--- src/rtl/alu_share_arb_pkg.sv ---
// Shared definitions for the two-requester ALU arbiter: NOP field values,
// result-owner encoding and the per-stage tag carried alongside the ALU.
package alu_share_arb_pkg;

    localparam logic [2:0] FUNCT3_ADD  = 3'b000;
    localparam logic [6:0] FUNCT7_ZERO = 7'b000_0000;
    localparam logic       NOP_IMM     = 1'b1;

    typedef enum logic {
        OWN_PIPE = 1'b0,
        OWN_AUX  = 1'b1
    } owner_e;

    typedef struct packed {
        logic   v;
        owner_e owner;
    } tag_t;

    localparam tag_t TAG_EMPTY = '{v: 1'b0, owner: OWN_PIPE};

endpackage

--- src/rtl/alu_share_arb_tag_pipe.sv ---
// Valid/owner shift register that travels in lockstep with the ALU so each
// result can be routed back to whichever requester issued it.
module alu_tag_pipe
    import alu_share_arb_pkg::*;
#(
    parameter int ALU_LAT = 1
) (
    input  logic CLK,
    input  logic RST_N,
    input  logic i_flush,
    input  tag_t i_tag,
    output tag_t o_tail
);

    tag_t r_stage [ALU_LAT];

    // NOTE: every stage is reset because a stale v bit would fabricate a
    // response; a pure data delay line would not need a reset at all.
    always_ff @(posedge CLK or negedge RST_N) begin
        if (!RST_N) begin
            for (int i = 0; i < ALU_LAT; i++) r_stage[i] <= TAG_EMPTY;
        end else if (i_flush) begin
            for (int i = 0; i < ALU_LAT; i++) r_stage[i] <= TAG_EMPTY;
        end else begin
            // NOTE: non-blocking assignments let all stages shift off the
            // same pre-edge values regardless of statement order.
            r_stage[0] <= i_tag;
            for (int i = 1; i < ALU_LAT; i++) r_stage[i] <= r_stage[i-1];
        end
    end

    assign o_tail = r_stage[ALU_LAT-1];

endmodule

--- src/rtl/alu_share_arb.sv ---
// Shares one registered ALU between the integer pipe (req0, fixed priority)
// and an auxiliary unit (req1) that is guaranteed a grant after MAX_WAIT stalls.
module alu_share_arb
    import alu_share_arb_pkg::*;
#(
    parameter int ALU_LAT  = 1,
    parameter int XLEN     = 64,
    parameter int MAX_WAIT = 4
) (
    input  logic            CLK,
    input  logic            RST_N,
    input  logic            flush,

    input  logic            req0_valid,
    output logic            req0_ready,
    input  logic            req0_imm,
    input  logic [2:0]      req0_funct3,
    input  logic [6:0]      req0_funct7,
    input  logic [4:0]      req0_rd,
    input  logic            req0_wb,
    input  logic [XLEN-1:0] req0_op1,
    input  logic [XLEN-1:0] req0_op2,

    input  logic            req1_valid,
    output logic            req1_ready,
    input  logic            req1_imm,
    input  logic [2:0]      req1_funct3,
    input  logic [6:0]      req1_funct7,
    input  logic [4:0]      req1_rd,
    input  logic            req1_wb,
    input  logic [XLEN-1:0] req1_op1,
    input  logic [XLEN-1:0] req1_op2,

    output logic            alu_imm,
    output logic [2:0]      alu_funct3,
    output logic [6:0]      alu_funct7,
    output logic [4:0]      alu_rd,
    output logic            alu_wb,
    output logic [XLEN-1:0] alu_op1,
    output logic [XLEN-1:0] alu_op2,

    input  logic [XLEN-1:0] alu_res,
    input  logic [4:0]      alu_rd_o,
    input  logic            alu_wb_en,

    output logic            rsp0_valid,
    output logic [XLEN-1:0] rsp0_res,
    output logic [4:0]      rsp0_rd,
    output logic            rsp0_wb,

    output logic            rsp1_valid,
    output logic [XLEN-1:0] rsp1_res,
    output logic [4:0]      rsp1_rd,
    output logic            rsp1_wb
);

    localparam int            CW         = $clog2(MAX_WAIT + 1);
    localparam logic [CW-1:0] STARVE_MAX = CW'(MAX_WAIT);

    logic [CW-1:0] r_starve_cnt;
    logic          w_block;
    logic          w_gnt0;
    logic          w_gnt1;
    tag_t          w_issue_tag;
    tag_t          w_tail;

    // Grants are gated by reset as well so ready drops the instant RST_N falls.
    assign w_block    = flush || !RST_N;
    assign w_gnt1     = !w_block && req1_valid && (!req0_valid || (r_starve_cnt == STARVE_MAX));
    assign w_gnt0     = !w_block && req0_valid && !w_gnt1;
    assign req0_ready = w_gnt0;
    assign req1_ready = w_gnt1;

    // NOTE: every output gets its NOP value first, so no path through this
    // block leaves a signal unassigned and no latch is inferred.
    always_comb begin
        alu_imm    = NOP_IMM;
        alu_funct3 = FUNCT3_ADD;
        alu_funct7 = FUNCT7_ZERO;
        alu_rd     = '0;
        alu_wb     = 1'b0;
        alu_op1    = '0;
        alu_op2    = '0;
        if (w_gnt1) begin
            alu_imm    = req1_imm;
            alu_funct3 = req1_funct3;
            alu_funct7 = req1_funct7;
            alu_rd     = req1_rd;
            alu_wb     = req1_wb;
            alu_op1    = req1_op1;
            alu_op2    = req1_op2;
        end else if (w_gnt0) begin
            alu_imm    = req0_imm;
            alu_funct3 = req0_funct3;
            alu_funct7 = req0_funct7;
            alu_rd     = req0_rd;
            alu_wb     = req0_wb;
            alu_op1    = req0_op1;
            alu_op2    = req0_op2;
        end
    end

    // Flush freezes the count so a flush cannot rob req1 of accumulated credit.
    always_ff @(posedge CLK or negedge RST_N) begin
        if (!RST_N) begin
            r_starve_cnt <= '0;
        end else if (!flush) begin
            if (!req1_valid || w_gnt1) begin
                r_starve_cnt <= '0;
            end else if (r_starve_cnt != STARVE_MAX) begin
                r_starve_cnt <= r_starve_cnt + CW'(1);
            end
        end
    end

    assign w_issue_tag = '{v: w_gnt0 | w_gnt1, owner: (w_gnt1 ? OWN_AUX : OWN_PIPE)};

    alu_tag_pipe #(
        .ALU_LAT (ALU_LAT)
    ) u_tag_pipe (
        .CLK     (CLK),
        .RST_N   (RST_N),
        .i_flush (flush),
        .i_tag   (w_issue_tag),
        .o_tail  (w_tail)
    );

    assign rsp0_valid = w_tail.v && (w_tail.owner == OWN_PIPE);
    assign rsp1_valid = w_tail.v && (w_tail.owner == OWN_AUX);
    assign rsp0_res   = alu_res;
    assign rsp1_res   = alu_res;
    assign rsp0_rd    = alu_rd_o;
    assign rsp1_rd    = alu_rd_o;
    assign rsp0_wb    = alu_wb_en & rsp0_valid;
    assign rsp1_wb    = alu_wb_en & rsp1_valid;

endmodule

--- config.mk ---
export PLATFORM = sky130hd
export DESIGN_NAME = alu_share_arb
export DESIGN_NICKNAME = d
export VERILOG_FILES = /design/src/rtl/alu_share_arb_pkg.sv /design/src/rtl/alu_share_arb_tag_pipe.sv /design/src/rtl/alu_share_arb.sv
export SDC_FILE = /design/constraint.sdc
export NUM_CORES = 1
export LEC_CHECK = 0
export ABC_AREA = 1
export BUFFER_PORTS_ARGS = -buffer_cell sky130_fd_sc_hd__buf_2
export CAP_MARGIN = 20
export CORE_AREA = 3 3 252 254
export DETAILED_ROUTE_END_ITERATION = 12
export DIE_AREA = 0 0 255 257
export MAX_ROUTING_LAYER = met4
export PLACE_DENSITY = 0.31
export SYNTH_ARGS = -nofsm -noshare
export SYNTH_HDL_FRONTEND = slang
export SYNTH_SLANG_ARGS = --single-unit
--- constraint.sdc ---
create_clock -name CLK -period 2 [get_ports CLK]
set_clock_uncertainty 0.15 [all_clocks]
set_input_delay 0.2 -clock CLK [delete_from_list [all_inputs] [get_ports CLK]]
set_output_delay 0.2 -clock CLK [all_outputs]
set_load 0.05 [all_outputs]
# == Word-level counts from Yosys, hierarchy flattened ==
# Cells that the tools add are included.
# totals
reg_bits,5
output_inout_bits,289
# op_classes
add_sub_neg,1
n_eq_ne,2
n_mux,18
bitwise_logic,5
reduce_logical,16
# op_table
cell,n
two-way mux 64 bit,4
two-way mux 7 bit,2
two-way mux 3 bit,4
two-way mux 5 bit,2
logical AND 1 bit,6
logical NOT 1 bit,5
two-way mux 1 bit,5
adder 3 x 1 -> 3 bit (second input constant),1
== test 3 bit (second input constant),1
logical OR 1 bit,3
inequality test 3 bit (second input constant),1
AND 1 bit,2
two-way mux 2 bit,1
NOT 1 bit,2
AND reduction 2 bit,1
nonzero test 2 bit,1
bitwise OR 1 bit,1

# == Logic depth before layout (Yosys ltp) ==
# Gate-level depths: netlist (run 1).
# logic_depth
ltp_word,9
ltp_mapped,11

# == By module ==
# A second synthesis (run 1) with hierarchy kept.
# hier_totals
cells_unflattened,649
area_unflattened_um2,3231.8
# by_module_without_submodules
mod,instances,cells_per_inst,area_per_inst_um2
alu_share_arb,1,643,3166.8
alu_tag_pipe,1,6,65.1

# == Worst setup path after synthesis (run 1) ==
# OpenSTA, ideal clock, no wires.
# synth_path
path_kind,register -> output
from,reg r_starve_cnt[0]
to,out alu_op1[45]
arrival_ns,1.767
required_time_ns,1.650
slack_ns,-0.117
path_stages_with_launch,11
n_path_buf,1
path_cell_list,dfrtp_1 inv_1 ha_1 nand2_2 nand2_2 nand3_4 nand2_2 inv_2 buf_2 nand2_1 nand2_1
# synth_between
elab_chain_cells,7
# synth_lines
item,line_no,text
from (decl),alu_share_arb.sv:60,logic [CW-1:0] r_starve_cnt;
from (signal assigned),alu_share_arb.sv:111,r_starve_cnt <= r_starve_cnt + CW'(1);
== test 3 bit,alu_share_arb.sv:69,assign w_gnt1 = !w_block && req1_valid && (!req0_valid || (r_starve_cnt == STARVE_MAX));
logical OR 1 bit,alu_share_arb.sv:69,
logical AND 1 bit,alu_share_arb.sv:69,
logical NOT 1 bit,alu_share_arb.sv:70,assign w_gnt0 = !w_block && req0_valid && !w_gnt1;
logical AND 1 bit,alu_share_arb.sv:70,
named net req0_ready,alu_share_arb.sv:15,"output logic req0_ready,"
two-way mux 64 bit,alu_share_arb.sv:92,end else if (w_gnt0) begin
two-way mux 64 bit,alu_share_arb.sv:84,if (w_gnt1) begin
to (decl),alu_share_arb.sv:39,"output logic [XLEN-1:0] alu_op1,"
# The timed path passes the listed nets, and every way through them passes these cells.

# == Worst setup path in the final report (run 1) ==
# layout_path
from,reg r_starve_cnt[0]
to,out alu_op1[2]
# layout_between
elab_chain_cells,7
# layout_lines
item,line_no
== test 3 bit (*),alu_share_arb.sv:69
logical OR 1 bit (*),alu_share_arb.sv:69
logical AND 1 bit (*),alu_share_arb.sv:69
logical NOT 1 bit,alu_share_arb.sv:70
logical AND 1 bit,alu_share_arb.sv:70
two-way mux 64 bit,alu_share_arb.sv:92
two-way mux 64 bit (*),alu_share_arb.sv:84
# Mark *: on every way between the ends. The rest lies on a longest branch, timed or not.

==> results of run 1 <==
final cells by class:
| type | instances | share of cell area, % |
|---|---|---|
| clock buffers | 4 | 1.03 |
| repair buffers | 493 | 52.7 |
| flip-flops and latches | 5 | 1.64 |
| diodes | 1 | 0.0328 |
| multi-input cells | 461 | 30.9 |
| well taps | 790 | 12.9 |
| inverters | 11 | 0.737 |
stage by stage:
step | instance area, sq um | hold slack (ns) | util (%) | setup WS (ns) | power, mW
3_3_place_gp | 5820 | 0.0531 | 9.46 | -0.138 | 1.34
3_5_place_dp | 5820 | 0.0497 | 9.46 | -0.153 | 1.33
6_report | 7630 | 0.242 | 12.4 | -0.303 | 1.98
5_1_grt | 7630 | 0.250 | 12.4 | -0.352 | 2.09
2_1_floorplan | 3250 | -0.246 | - | 0.00395 | 1.51
4_1_cts | 6750 | 0.241 | 11.0 | -0.278 | 1.84
placed cells by master (no fill, tap or decap), drive strengths merged:
master	Yosys	layout
nor2	6	6
clkbuf	0	15
and3	1	1
xor2	1	1
inv	11	10
nand4	3	3
dfrtp	5	5
dlygate4sd3	0	1
nand2	443	443
nand3	2	2
buf	169	481
clkinv	0	1
or2	1	1
nor3	1	1
a21boi	1	1
diode	0	1
ha	2	2
sequential cells by signal, summed over array words and instances (netlist names):
register and flops:
u_tag_pipe.o_tail 2, r_starve_cnt 3
metal layers:
layer / share of wire [%] / routed length [microns] / up-vias / track usage [%]
met3: 12 / 2620 / 49 / 1.72
li1: - / - / 2435 / -
met5: 0 / 0 / - / -
met1: 31 / 7030 / 2058 / 4.98
met2: 53 / 12000 / 426 / 12.0
met4: 4.7 / 1060 / 0 / 2.82
critical path, stage by stage, from the launching register on:
cell and delay [ns]:
dfrtp_1 0.38, inv_2 0.08, ha_4 0.14, nand2_4 0.05
nand2_4 0.06, nand3_4 0.10, nand2_4 0.13, clkinv_8 0.09
buf_16 0.18, nand2_1 0.17, nand2_1 0.08, buf_6 0.15
kinds of logic after synthesis:
| logic type | synth area share (%) |
|---|---|
| AOI/OAI and AO/OA | 0.233 |
| xor gates and xnor gates | 0.271 |
| adders and majority gates | 0.775 |
| buffers and inverters | 40.6 |
| DFF | 3.87 |
| and+or+nand+nor | 54.2 |
what timing repair did:
item                                    4_1_cts  5_1_grt
pin swaps                                     5       26
hold buffers                                  1        0
cloned                                        1        4
setup buffers                                 9        2
hold endpoints to repair                      5        0
endpoints found under the setup margin      147      147
resized for setup                           237      257
path summary, 6_finish.rpt:
path / from / end / slack, ns / depth (start not counted)
worst max register to register: r_starve_cnt[0] / u_tag_pipe.o_tail[1] / 0.38 / 8
worst max-delay path: r_starve_cnt[0] / alu_op1[2] / -0.30 / 11
worst min-delay path: flush / r_starve_cnt[2] / 0.24 / 5
min in group asynchronous: RST_N / r_starve_cnt[2] / 0.35 / 4
worst min register to register: r_starve_cnt[1] / r_starve_cnt[1] / 0.46 / 3
max in group asynchronous: RST_N / r_starve_cnt[1] / 1.24 / 4
power breakdown:
group,leakage (nW),switching [mW],internal (mW)
Clock,0.0382,0.0666,0.264
Sequential,0.0670,0.00803,0.111
Combinational,4.09,0.873,0.655
Total,4.20,0.948,1.03
==> impl_results.md, run 1 <==
* Synth cell count leaders: nand2_1, buf_4, buf_2
* Final GP Congestion at 0.846
* Worst vdd ir at 0.194 mV
* Worst setup EP type: primary output
* TritonCTS clock tree: yes
* Hold crit path type: in -> reg
* First-pass GRT wire length at 28400 microns
* Vias per cell at 2.81
* Ranking of synthesized cells by area: nand2_1, buf_4, dfrtp_1, buf_6, buf_2
* Classification of the worst setup path: reg -> out
* Minimum clock period at 2.30 ns
* Core outline area at 61500 sq um
* Area of the multi-input gates at 2360 sq um
* Yosys warnings at 0
* Worst EP required at 1.65 ns
* Via count at 4968
* Cells after DPL at 1744
* Clock Latency Late Sink at 0.23 ns
* Synth Flop Type: dfrtp_1
* FMAX at 434 MHz
* Worst-path fanout max at 62
* Setup-failing EPs final at 147
* Vias in the first global route at 4950
* Gr usage total at 6.00%
* Fill cell count at 7069
* Syn Inst Count at 646
* Largest net degree at the start of global routing at 63
* Top-count cell post-synth: nand2_1
* Final hold vios at 0
* Startpoint types: flip-flop
* Layout cells sized above 1 at 64.4%
* Top-area cell type share of the netlist area at 51.1%
* Final period utilization at 115%
* Starting Density at 5.25%
* Number of flops mapped to enable cells by yosys at 0
* Final net count at 1342
* Status: complete, but fails checks
* Sink Count at 5
* Buffers on Ports at 446
* Fin worst setup slack at -0.303 ns
* FF+latch count, synth at 5
* Number of CTS-inserted buffers at 3
* Crit path DAT at 1.95 ns
* GRT Residual Overflow at 0
* WL final at 22800 microns
* Setup TNS at -31.41 ns
* Sequential Area at 125 sq um
* Slew Limit Headroom at 78.2%
* ANT nets after route at 0
* # rows at 91
* Sequential element share of the synthesized area at 3.87%
* Slew Limit Fails at 0
* Initial DRC Count at 153
* Clk buf depth at 2
* Mapped cell area at 3230 sq um
* RSZ-0062 raised after global routing: true
* Clock root cell: clkbuf_16
* Worst-margin pin slew at 0.324 ns
* Clock-pin slew on the worst setup and hold paths at 0.03 ns
* H-tree depth at 1
* Mapped Nets at 1013
* Max cap viols at 0
* Post-route insts no fill at 1765
* Initial DRT Pass Iterations at 4
* Initial antenna violation count at 3
* Post-synth cell types at 18
* Async set-or-reset flop fraction in the synthesized netlist at 100%
* P&R area growth vs syn at 136%
* Violated checks: negative setup slack
* Leak Pwr at 4.20 nW
* Pwr Density at 259 nW/um^2
* Vert. Die Dim at 257 microns
* Leading area contributor after synthesis: nand2_1
* Mean post-synth cell area at 5.00 sq um
* Die X-Extent at 255 microns
* DRC at 0
* IO Count at 654
* Die area at 65500 sq um
* Routed wire length per instance at 12.9 microns
* Post-DP HPWL at 18900 microns
No activity file was read; power rests on OpenSTA's default activity.
==> run 2: changes to the inputs <==
Settings changed: PLACE_DENSITY 0.31 to 0.33, SETUP_SLACK_MARGIN set to 0.05.
==> run 2 against run 1 <==
  * The run still ends with negative setup slack left
  * Largest power group unchanged
  * Non-clock buffer count is 5 higher
  * Via count is 5.5% higher
  * Routed wire length is 28% higher
  * Combinational power is 5% higher
  * Design area is 4.1% higher
  * First-iteration DRC count is 5.2% higher
  * Cell count is 0.28% higher
  * Setup slack better by 0.0087 ns
  * Critical path type unchanged
  * Clock power hardly changed
  * Utilization is 0.51 points higher
  * Count of clock-buffer cells in the layout stayed put
  * Global-route usage is 1.1 points higher
==> impl_results.md, run 2 (synthesis results as in run 1) <==
* Status: complete, but fails checks
* Violated checks: negative setup slack
* Vert. Die Dim at 257 microns
* Core outline area at 61500 sq um
* ANT nets after route at 0
* Vias per cell at 2.96
* Worst-margin pin slew at 0.338 ns
* Fill cell count at 7061
* Number of CTS-inserted buffers at 3
* RSZ-0062 raised after global routing: true
* Post-DP HPWL at 19700 microns
* Leading cell type in the layout, fill and taps excluded: buf_2
* Pwr Density at 257 nW/um^2
* WL final at 29100 microns
* Fin worst setup slack at -0.295 ns
* M1 GR Usage at 6.57%
* Final GP Congestion at 0.837
* Via count at 5243
* Reg2reg start: r_starve_cnt[1]
* Hold crit path type: in -> reg
* Gate power share at 78.1%
* Internal Power at 1.06 mW
* Worst-case reg-to-reg path depth at 10
* DRC at 0
* Worst-path fanout max at 9
* Die X-Extent at 255 microns
* Most frequent cells in the layout: buf_2, nand2_1, nand2_2, buf_6, buf_12
* Sink Count at 5
* H-tree depth at 1
* Worst vdd ir at 0.170 mV
* Clock Latency Late Sink at 0.23 ns
* IO Count at 654
* Biggest register: r_starve_cnt
* FMAX at 436 MHz
* Slew Limit Headroom at 77.3%
* Clock Power Share at 16.1%
* CP startpoint: r_starve_cnt[1]
* GRT Residual Overflow at 0
* Largest net degree at the start of global routing at 42
* Diode count at 0
* Final hold vios at 0
* Max cap viols at 0
* Vias in the first global route at 5141
* Seq pwr share at 5.8%
* Routed wire length per instance at 16.4 microns
* Classification of the worst setup path: reg -> out
* GR Layer Usage met3 at 2.37%
* Initial DRC Count at 161
* Met2 Use GR at 13.8%
* Final net count at 1348
* Initial antenna violation count at 9
* Minimum clock period at 2.29 ns
* Setup TNS at -34.15 ns
* Psw at 0.986 mW
* Clock-pin slew on the worst setup and hold paths at 0.03 ns
* Clock root cell: clkbuf_16
* Max reg flops at 3
* Reg-to-reg setup timing slack at 0.08 ns
* First-pass GRT wire length at 33000 microns
* Leak Pwr at 4.17 nW
* Layout cells sized above 1 at 69.6%
* Slew Limit Fails at 0
* Clk buf depth at 2
* Grt peak-use layer: met2
* Startpoint types: flip-flop
* Initial DRT Pass Iterations at 6
* Final period utilization at 115%
* # rows at 91
* Worst setup EP type: primary output
* Switching power share of the total at 48.3%
* Worst EP required at 1.65 ns
* Reg-to-reg endpoint: u_tag_pipe.o_tail[1]
* Crit path DAT at 1.94 ns
* P&R area growth vs syn at 146%
* Fin util at 12.9%
* Setup-failing EPs final at 147
* Die area at 65500 sq um
* WHS at 0.249 ns
* Buffers on Ports at 446
* Critical path endpoint: alu_op2[9]
* Gr usage total at 7.15%
* Starting Density at 5.25%
* TritonCTS clock tree: yes
==> run 2: layout make-up <==
type	count	area, sq um	area share (%)
clock buffer	4	78.8	0.992
inverter	11	80.1	1.01
multi-input combinational	461	2340	29.4
sequential	5	125	1.57
tap	790	988	12.4
timing repair buffer	498	4330	54.5
timing repair inverter	1	8.76	0.110
==> run 2: stage by stage <==
stage	area, sq um	power, mW	std cells	worst slack (ns)
after floorplan	3380	1.52	646	0.0540
after global placement	5910	1.34	1734	-0.141
after detailed placement	5910	1.33	1734	-0.167
after CTS	7150	1.91	1754	-0.333
after global routing	7950	2.15	1770	-0.397
final	7950	2.04	1770	-0.295
==> run 2: layer usage <==
| layer | wire length (microns) | share of wire, % |
|---|---|---|
| met5 | 0 | 0 |
| met4 | 886 | 3.0 |
| met3 | 3090 | 11 |
| met2 | 15100 | 52 |
| met1 | 9980 | 34 |
==> run 2: how the worst min path moves through the flow <==
| stage | cells after the start | endpoint | slack, ns | startpoint |
|---|---|---|---|---|
| after floorplan | 0 | r_starve_cnt[0] | -0.25 | RST_N |
| after global placement | 3 | u_tag_pipe.o_tail[1] | 0.05 | RST_N |
| after detailed placement | 3 | u_tag_pipe.o_tail[1] | 0.06 | RST_N |
| after CTS | 5 | r_starve_cnt[2] | 0.25 | flush |
| after global routing | 0 | rsp0_res[13] | 0.25 | alu_res[13] |
| final | 5 | r_starve_cnt[2] | 0.25 | flush |
==> run 2: what timing repair did <==
item | in CTS | in global routing
hold buffers | 1 | 0
endpoints found under the hold margin | 5 | 0
gates cloned | 8 | 15
pin swaps | 10 | 14
setup buffers | 7 | 3
resized for setup | 275 | 143
setup endpoints to repair | 147 | 147
==> run 2: power groups by stage <==
stage	sequential [mW]	combinational (mW)	clock, mW
2_1_floorplan	0.117	1.41	0
3_3_place_gp	0.118	1.22	0
3_5_place_dp	0.118	1.22	0
4_1_cts	0.118	1.45	0.335
5_1_grt	0.121	1.69	0.343
6_report	0.118	1.60	0.329
==> run 2: worst max-delay path, stage by stage, from the launching register on <==
cell and delay (ns):
dfrtp_1 0.38, inv_2 0.08, ha_4 0.14, nand2_4 0.05, nand2_4 0.08, nand3_4 0.15
clkinv_8 0.17, bufbuf_16 0.29, nand2_1 0.11, nand2_2 0.13, buf_12 0.14
